[src/rtl/layer_sequencer.sv]
// Mode-word decoder driving serial buffer loads and PE compute passes.
// Optional sticky err output when LAYER_SEQ_ERR_EN is defined.
module layer_sequencer #(
  parameter int DATA_W   = 8,
  parameter int DEPTH    = 256,
  parameter int ROWS     = 32,
  parameter int PIPE_LAT = 3
) (
  input  logic                     clk,
  input  logic                     reset,
  input  logic                     enable,
  input  logic [31:0]              mode,
  input  logic [31:0]              in_data,
  output logic                     wr_en,
  output logic                     wr_sel,
  output logic [$clog2(DEPTH)-1:0] wr_addr,
  output logic [DATA_W-1:0]        wr_data,
  output logic [$clog2(ROWS)-1:0]  rd_addr,
  output logic                     pe_valid,
  output logic                     pe_clear,
  output logic                     pe_dir,
  output logic                     acc_flush,
  output logic                     busy,
  output logic                     done
`ifdef LAYER_SEQ_ERR_EN
  ,
  output logic                     err
`endif
);

  localparam int AW = $clog2(DEPTH);
  localparam int RW = $clog2(ROWS);
  localparam int BW = $clog2(DATA_W);
  localparam int DW = $clog2(PIPE_LAT + 1);
  localparam logic [AW-1:0] A_LAST = AW'(DEPTH - 1);
  localparam logic [RW-1:0] R_LAST = RW'(ROWS - 1);
  localparam logic [BW-1:0] B_LAST = BW'(DATA_W - 1);
  localparam logic [DW-1:0] D_LAST = DW'(PIPE_LAT);
  localparam logic [DW-1:0] D_FLSH = DW'(PIPE_LAT - 1);

  typedef enum logic [2:0] {
    S_IDLE, S_LOAD, S_RUN, S_DRAIN, S_DONE
  } state_t;

  state_t state;
  logic [3:0] op;
  logic [3:0] passes;
  logic [3:0] pass;
  logic op_nop;
  logic op_load;
  logic run_go;
  logic run_nil;
  logic [DATA_W-1:0] word;
  logic [DATA_W-1:0] word_nxt;
  logic [BW-1:0] bits;
  logic [AW-1:0] ptr_w;
  logic [AW-1:0] ptr_a;
  logic [AW-1:0] ptr;
  logic [AW-1:0] ptr_nxt;
  logic [RW-1:0] row;
  logic [DW-1:0] drain;
  logic unused;

  assign op       = mode[3:0];
  assign op_nop   = op == 4'd0;
  assign op_load  = op == 4'd2;
  assign run_go   = op == 4'd1 && mode[15:12] != 4'd0;
  assign run_nil  = op == 4'd1 && mode[15:12] == 4'd0;
  assign ptr      = wr_sel ? ptr_w : ptr_a;
  assign ptr_nxt  = (ptr == A_LAST) ? '0 : ptr + 1'b1;
  assign word_nxt = {in_data[0], word[DATA_W-1:1]};
  assign unused   = ^{mode[31:16], mode[11:8],
                      mode[6:5], in_data[31:1]};

  always_ff @(posedge clk or negedge reset) begin
    if (!reset) begin
      state     <= S_IDLE;
      wr_en     <= 1'b0;
      wr_sel    <= 1'b0;
      wr_addr   <= '0;
      wr_data   <= '0;
      rd_addr   <= '0;
      pe_valid  <= 1'b0;
      pe_clear  <= 1'b0;
      pe_dir    <= 1'b0;
      acc_flush <= 1'b0;
      busy      <= 1'b0;
      done      <= 1'b0;
      word      <= '0;
      bits      <= '0;
      ptr_w     <= '0;
      ptr_a     <= '0;
      passes    <= '0;
      pass      <= '0;
      row       <= '0;
      drain     <= '0;
    end else begin
      wr_en     <= 1'b0;
      pe_valid  <= 1'b0;
      pe_clear  <= 1'b0;
      acc_flush <= 1'b0;
      done      <= 1'b0;
      if (enable) begin
        unique case (state)
          S_IDLE: begin
            unique case (1'b1)
              op_load: begin
                state  <= S_LOAD;
                busy   <= 1'b1;
                wr_sel <= mode[7];
                word   <= '0;
                bits   <= '0;
                if (mode[7]) ptr_w <= '0;
                else         ptr_a <= '0;
              end
              run_go: begin
                state  <= S_RUN;
                busy   <= 1'b1;
                pe_dir <= mode[4];
                passes <= mode[15:12];
                pass   <= '0;
                row    <= '0;
              end
              run_nil: begin
                state <= S_DONE;
                done  <= 1'b1;
              end
              default: ;
            endcase
          end
          S_LOAD: begin
            if (op_load) begin
              word <= word_nxt;
              if (bits == B_LAST) begin
                wr_en   <= 1'b1;
                wr_data <= word_nxt;
                wr_addr <= ptr;
                bits    <= '0;
                if (wr_sel) ptr_w <= ptr_nxt;
                else        ptr_a <= ptr_nxt;
              end else begin
                bits <= bits + 1'b1;
              end
            end else begin
              state <= S_IDLE;
              busy  <= 1'b0;
              word  <= '0;
              bits  <= '0;
            end
          end
          S_RUN: begin
            pe_valid <= 1'b1;
            pe_clear <= row == '0;
            rd_addr  <= row;
            if (row == R_LAST) begin
              row <= '0;
              if (pass == passes - 4'd1) begin
                state <= S_DRAIN;
                drain <= '0;
              end else begin
                pass <= pass + 4'd1;
              end
            end else begin
              row <= row + 1'b1;
            end
          end
          S_DRAIN: begin
            // last count is the done-entry cycle, one past the flush
            if (drain == D_LAST) begin
              state <= S_DONE;
              busy  <= 1'b0;
              done  <= 1'b1;
            end else begin
              acc_flush <= drain == D_FLSH;
              drain     <= drain + 1'b1;
            end
          end
          S_DONE: begin
            if (op_nop) state <= S_IDLE;
          end
          default: state <= S_IDLE;
        endcase
      end
    end
  end

`ifdef LAYER_SEQ_ERR_EN
  logic illegal;
  assign illegal = op > 4'd2;

  always_ff @(posedge clk or negedge reset) begin
    if (!reset) err <= 1'b0;
    else if (enable && state == S_IDLE
             && (illegal || run_nil)) err <= 1'b1;
  end
`endif

endmodule

[config.mk]
export PLATFORM = sky130hd
export DESIGN_NAME = layer_sequencer
export DESIGN_NICKNAME = d
export VERILOG_FILES = /design/src/rtl/layer_sequencer.sv
export SDC_FILE = /design/constraint.sdc
export NUM_CORES = 1
export LEC_CHECK = 0
export CAP_MARGIN = 20
export CORE_MARGIN = 10
export CORE_UTILIZATION = 49
export DETAILED_ROUTE_END_ITERATION = 7
export HOLD_SLACK_MARGIN = 0.15
export PLACE_DENSITY = 0.83
export SLEW_MARGIN = 40
export SYNTH_ARGS = -nofsm -noshare
export SYNTH_HDL_FRONTEND = slang
export SYNTH_SLANG_ARGS = --single-unit
[constraint.sdc]
create_clock -name clk -period 3.1 [get_ports clk]
set_input_delay 0.31 -clock clk [delete_from_list [all_inputs] [get_ports clk]]
set_output_delay 0.31 -clock clk [all_outputs]
set_load 0.02 [all_outputs]
# After elaboration in Yosys (flattened, before gate mapping)
# Index checks and enable logic that the tools add are counted.
[word_totals] inputBits=67 output_inout_bits=29 wordCells=137 ff_bits=74
[op_classes] n_eq_ne=29 add_sub_neg=6 n_reduce_logical=24 n_mux=58
[ops] operator="$mux 8" count=14
[ops] operator="$pmux 8 s2" count=3
[ops] operator="$ne 2x2->1 const B" count=16
[ops] operator="$mux 3" count=8
[ops] operator="$reduce_and 7->1" count=3
[ops] operator="$mux 1" count=17
[ops] operator="$pmux 3 s5" count=1
[ops] operator="$reduce_and 5->1" count=3
[ops] operator="$mux 4" count=3
[ops] operator="$reduce_and 3->1" count=4
[ops] operator="$mux 5" count=2
[ops] operator="$pmux 5 s2" count=1
[ops] operator="$pmux 3 s3" count=1
[ops] operator="$add 8x1->8 const B" count=1
[ops] operator="$eq 8x8->1 const B" count=1
[ops] operator="$logic_not 4->1" count=2
[ops] operator="$pmux 4 s2" count=1
[ops] operator="$eq 3x2->1 const B" count=2
[ops] operator="$eq 3x3->1 const B" count=2
[ops] operator="$mux 2" count=3
[ops] operator="$pmux 3 s2" count=1
[ops] operator="$reduce_bool 2->1" count=3
[ops] operator="$add 5x1->5 const B" count=1
[ops] operator="$eq 5x5->1 const B" count=1
[ops] operator="21 further kinds" count=23

# Depth between registers and ports, before layout
[logic_depth] ltp_word=7 depth_mapped=10 depth_no_buf=8

# Worst setup path after synthesis
# No wires, ideal clock.
[synth_path] path_kind="register to register" startpoint="register wr_sel" endpoint="register ptr_a[4]" arrival_ps=2388 setup_ps=95 n_path_buf=2 stages_incl_launch_ff=10 path_slack_ps=617 cell_sequence="dfrtp_1 > buf_2 > buf_2 > mux2_2 > ha_1 > nand4b_1 > a22oi_1 > a21boi_2 > inv_1 > o31ai_1"
[synth_via] elab_chain_len=7 elab_cells_between_ends=10 cone_classes="1 x add/sub; 2 x eq/ne; 6 x mux; 1 x reduce/logical"
[synth_lines] item="start, declared" line_no="15" text="output logic wr_sel,"
[synth_lines] item="start signal, assigned" line_no="110" text="wr_sel <= mode[7];"
[synth_lines] item="$mux 8 *" line_no="69" text="assign ptr = wr_sel ? ptr_w : ptr_a;"
[synth_lines] item="via ptr[1]" line_no="58" text="logic [AW-1:0] ptr;"
[synth_lines] item="$add 8x1->8 / $eq 8x8->1 (equally long branches)" line_no="70" text="assign ptr_nxt = (ptr == A_LAST) ? '0 : ptr + 1'b1;"
[synth_lines] item="$mux 8 *" line_no="70"
[synth_lines] item="$mux 8 *" line_no="139" text="if (wr_sel) ptr_w <= ptr_nxt;"
[synth_lines] item="$mux 8 *" line_no="134" text="if (bits == B_LAST) begin"
[synth_lines] item="$mux 8 *" line_no="132" text="if (op_load) begin"
[synth_lines] item="$pmux 8 s2 *" line_no="104" text="unique case (state)"
[synth_lines] item="end signal, assigned" line_no="140" text="else ptr_a <= ptr_nxt;"
[synth_lines] item="end, declared" line_no="57" text="logic [AW-1:0] ptr_a;"
# Mark *: on every way through the listed nets, which the timed path passes. The rest lies on a longest branch. The select of a mux whose other input is x is not followed.
# A chain may end at the register's enable or synchronous reset.

# Worst setup path in the final report
[layout_path] startpoint="input port mode[0]" endpoint="register wr_addr[1]"
[layout_via] elab_chain_len=2
[layout_lines] item="start, declared" line_no="12" text="input logic [31:0] mode,"
[layout_lines] item="$eq 4x2->1" line_no="66" text="assign op_load = op == 4'd2;"
[layout_lines] item="$reduce_and 4->1 (no line)"
[layout_lines] item="end signal, assigned" line_no="137" text="wr_addr <= ptr;"
[layout_lines] item="end, declared" line_no="16" text="output logic [$clog2(DEPTH)-1:0] wr_addr,"
# No other way between the ends.

==> impl_metrics.ini <==
[timing]
maxSlewHeadroom_pct = 54.8
max_freq_mhz = 418
tightest_slew_ns = 0.676
rsz0062_at_grt = false
setup_viol = 0
tns_ns = 0
drv_slew = 0
post-route-period-util_pct = 77.1
fin_skew_ns = 0.00599
hold_viol = 0
fin_crit_ns = 2.39

[synthesis]
async_flop_share_pct = 100
ys.warnings.count = 0
avgSynthCellArea_um2 = 9.83
synth_area_leaders = dfrtp_1, nand2_1, o21ai_0
synth_most_common_cell = dfrtp_1
synth_common_cells = dfrtp_1, nand2_1, o21ai_0
netlist.area_leader.share_pct = 48.7
synth_area_um2 = 3750
synth_edf_count = 0
yosys_most_used_dff = dfrtp_1
yosysTopAreaCell = dfrtp_1
ys_seq_area_share_pct = 48.7
ys_types = 58
syn_nets = 459
synthCells = 382
synth-seq-cells = 73

[global_route]
grt_pass1_wl_um = 13500
grt_pass1_vias = 2903
antenna_found_initial = 0
globalRouteOverflowTotal = 0
grt_usage_pct = 14.2
grt_max_degree = 41

[clock_network]
cts_setup_buffers = 0
cts_tree = yes
clock-root-buffer = clkbuf_8
clockBufferDepth = 2
cts_sinks = 73
ctsResizeCount = 0
clock_latency_ns = 0.35
path_clk_slew_ns = 0.07
cts_buffers = 9
htree_levels = 3
cts-hold-fix-buffers = 1

[floorplan]
die_w_um = 108
die-area_um2 = 11600
die_h_um = 108
start_util_pct = 50.9
core_um2 = 7370
rows = 31
ios = 96

[run]
drv_cap = 0

[critical_path]
critPathLaunchType = primary input
crit_type = in2reg
end_kind = flip-flop
worst_ep_arrival_time_ns = 2.63
reg2reg_slack_ns = 0.77
r2r_cells = 8
critPathMaxFanout = 22
required_ns = 3.34

[hold_path]
hold_class = in2async

[layout]
finalInstanceArea_um2 = 4510
nets = 505
area_growth_pct = 20.2
final_util_pct = 61.2
drive_gt1_share_pct = 11.1
diodes = 0

[status]
status = completed

[power_and_ir_drop]
cellPowerDensity_nw_per_um2 = 635
leakage_nw = 2.00
ir_drop_mv = 0.344

[detailed_routing]
wl_per_cell_um = 15.0
drc = 0
wl_um = 7980
first_iter_violations = 141
postRouteAntennaNets = 0
avgViaCountPerCell = 5.63
drt_pass1_iterations = 5
vias = 2995

[placement]
gp_congestion = 0.899
io_buffers = 42
dpl_cell_area_um2 = 4290
dp_hpwl_um = 5980
where the power goes:
group	switching [W]	internal [W]
Combinational	0.000456	0.000366
Clock	0.000353	0.000436
Sequential	0.000167	0.00109
state kept, by name, indices dropped and copies added, names as in the netlist, 4 cells and up:
name     cells
pass         4
passes       4
ptr_a        8
ptr_w        8
rd_addr      5
row          5
word         7
wr_addr      8
wr_data      8
layout make-up:
cell class	count	area, µm²
clock buffers	12	165
clock inverters	4	50.0
fillers	604	2860
inverters	13	48.8
multi-input cells	280	1810
flip-flops and latches	73	1830
well taps	99	124
repair buffers	51	488
per-stage QoR:
stage,hold WS [ns],instances,total power [W],setup WS [ns]
5_1_grt,0.502,532,0.00306,0.513
3_3_place_gp,0.461,514,0.00206,0.464
4_1_cts,0.479,532,0.00289,0.683
3_5_place_dp,0.313,515,0.00210,0.307
2_1_floorplan,0.0144,382,0.00183,0.617
6_report,0.466,532,0.00287,0.710
critical path, cell delays in order:
cell and delay, ns:
clkdlybuf4s50_1 0.54, nor4b_4 0.54, and2_1 0.23, nand3_2 0.38, inv_1 0.26, mux2_2 0.36
cells by family after synthesis:
group	Yosys count	synth area share (%)
AND/OR/NAND/NOR	141	19.1
AO/OA/AOI/OAI	94	15.8
flip-flops	73	48.7
buffers and inverters	29	3.20
multiplexers	23	6.70
XOR/XNOR	12	3.20
adder cells (fa/ha/maj)	10	3.33
cells in the final DEF, fill, tap and decap left out, types with 4 or more instances in the layout:
cell	instances
clkdlybuf4s50_1	41
a21oi_1	10
nand2_1	69
nor2_1	14
clkbuf_8	12
mux2_1	6
inv_1	13
xor2_1	4
ha_1	10
a32o_1	4
nand3b_1	6
nor3_1	9
dfrtp_1	73
o211ai_1	5
mux2i_1	6
mux2_2	11
nor2b_1	4
buf_4	9
nand3_1	10
o21ai_0	46
and3_1	5
xnor2_1	7
path summary, 6_finish.rpt:
check                            from          to
setup / recovery              mode[0]  wr_addr[1]
hold / removal                  reset  wr_data[2]
setup reg to reg               wr_sel    ptr_a[4]
hold reg to reg            rd_addr[2]  rd_addr[2]
max in group asynchronous       reset     pass[1]
min in group clk           rd_addr[2]  rd_addr[2]
metal layers:
| metal | track usage, % | part of all wire [%] | vias up |
|---|---|---|---|
| met5 | 0 | 0 | - |
| met4 | 5.34 | 0.91 | 0 |
| met3 | 4.43 | 6.4 | 11 |
| met2 | 24.2 | 52 | 79 |
| met1 | 16.4 | 41 | 1453 |
| li1 | - | - | 1452 |
Note: power is estimated with default switching activity, not from simulation.
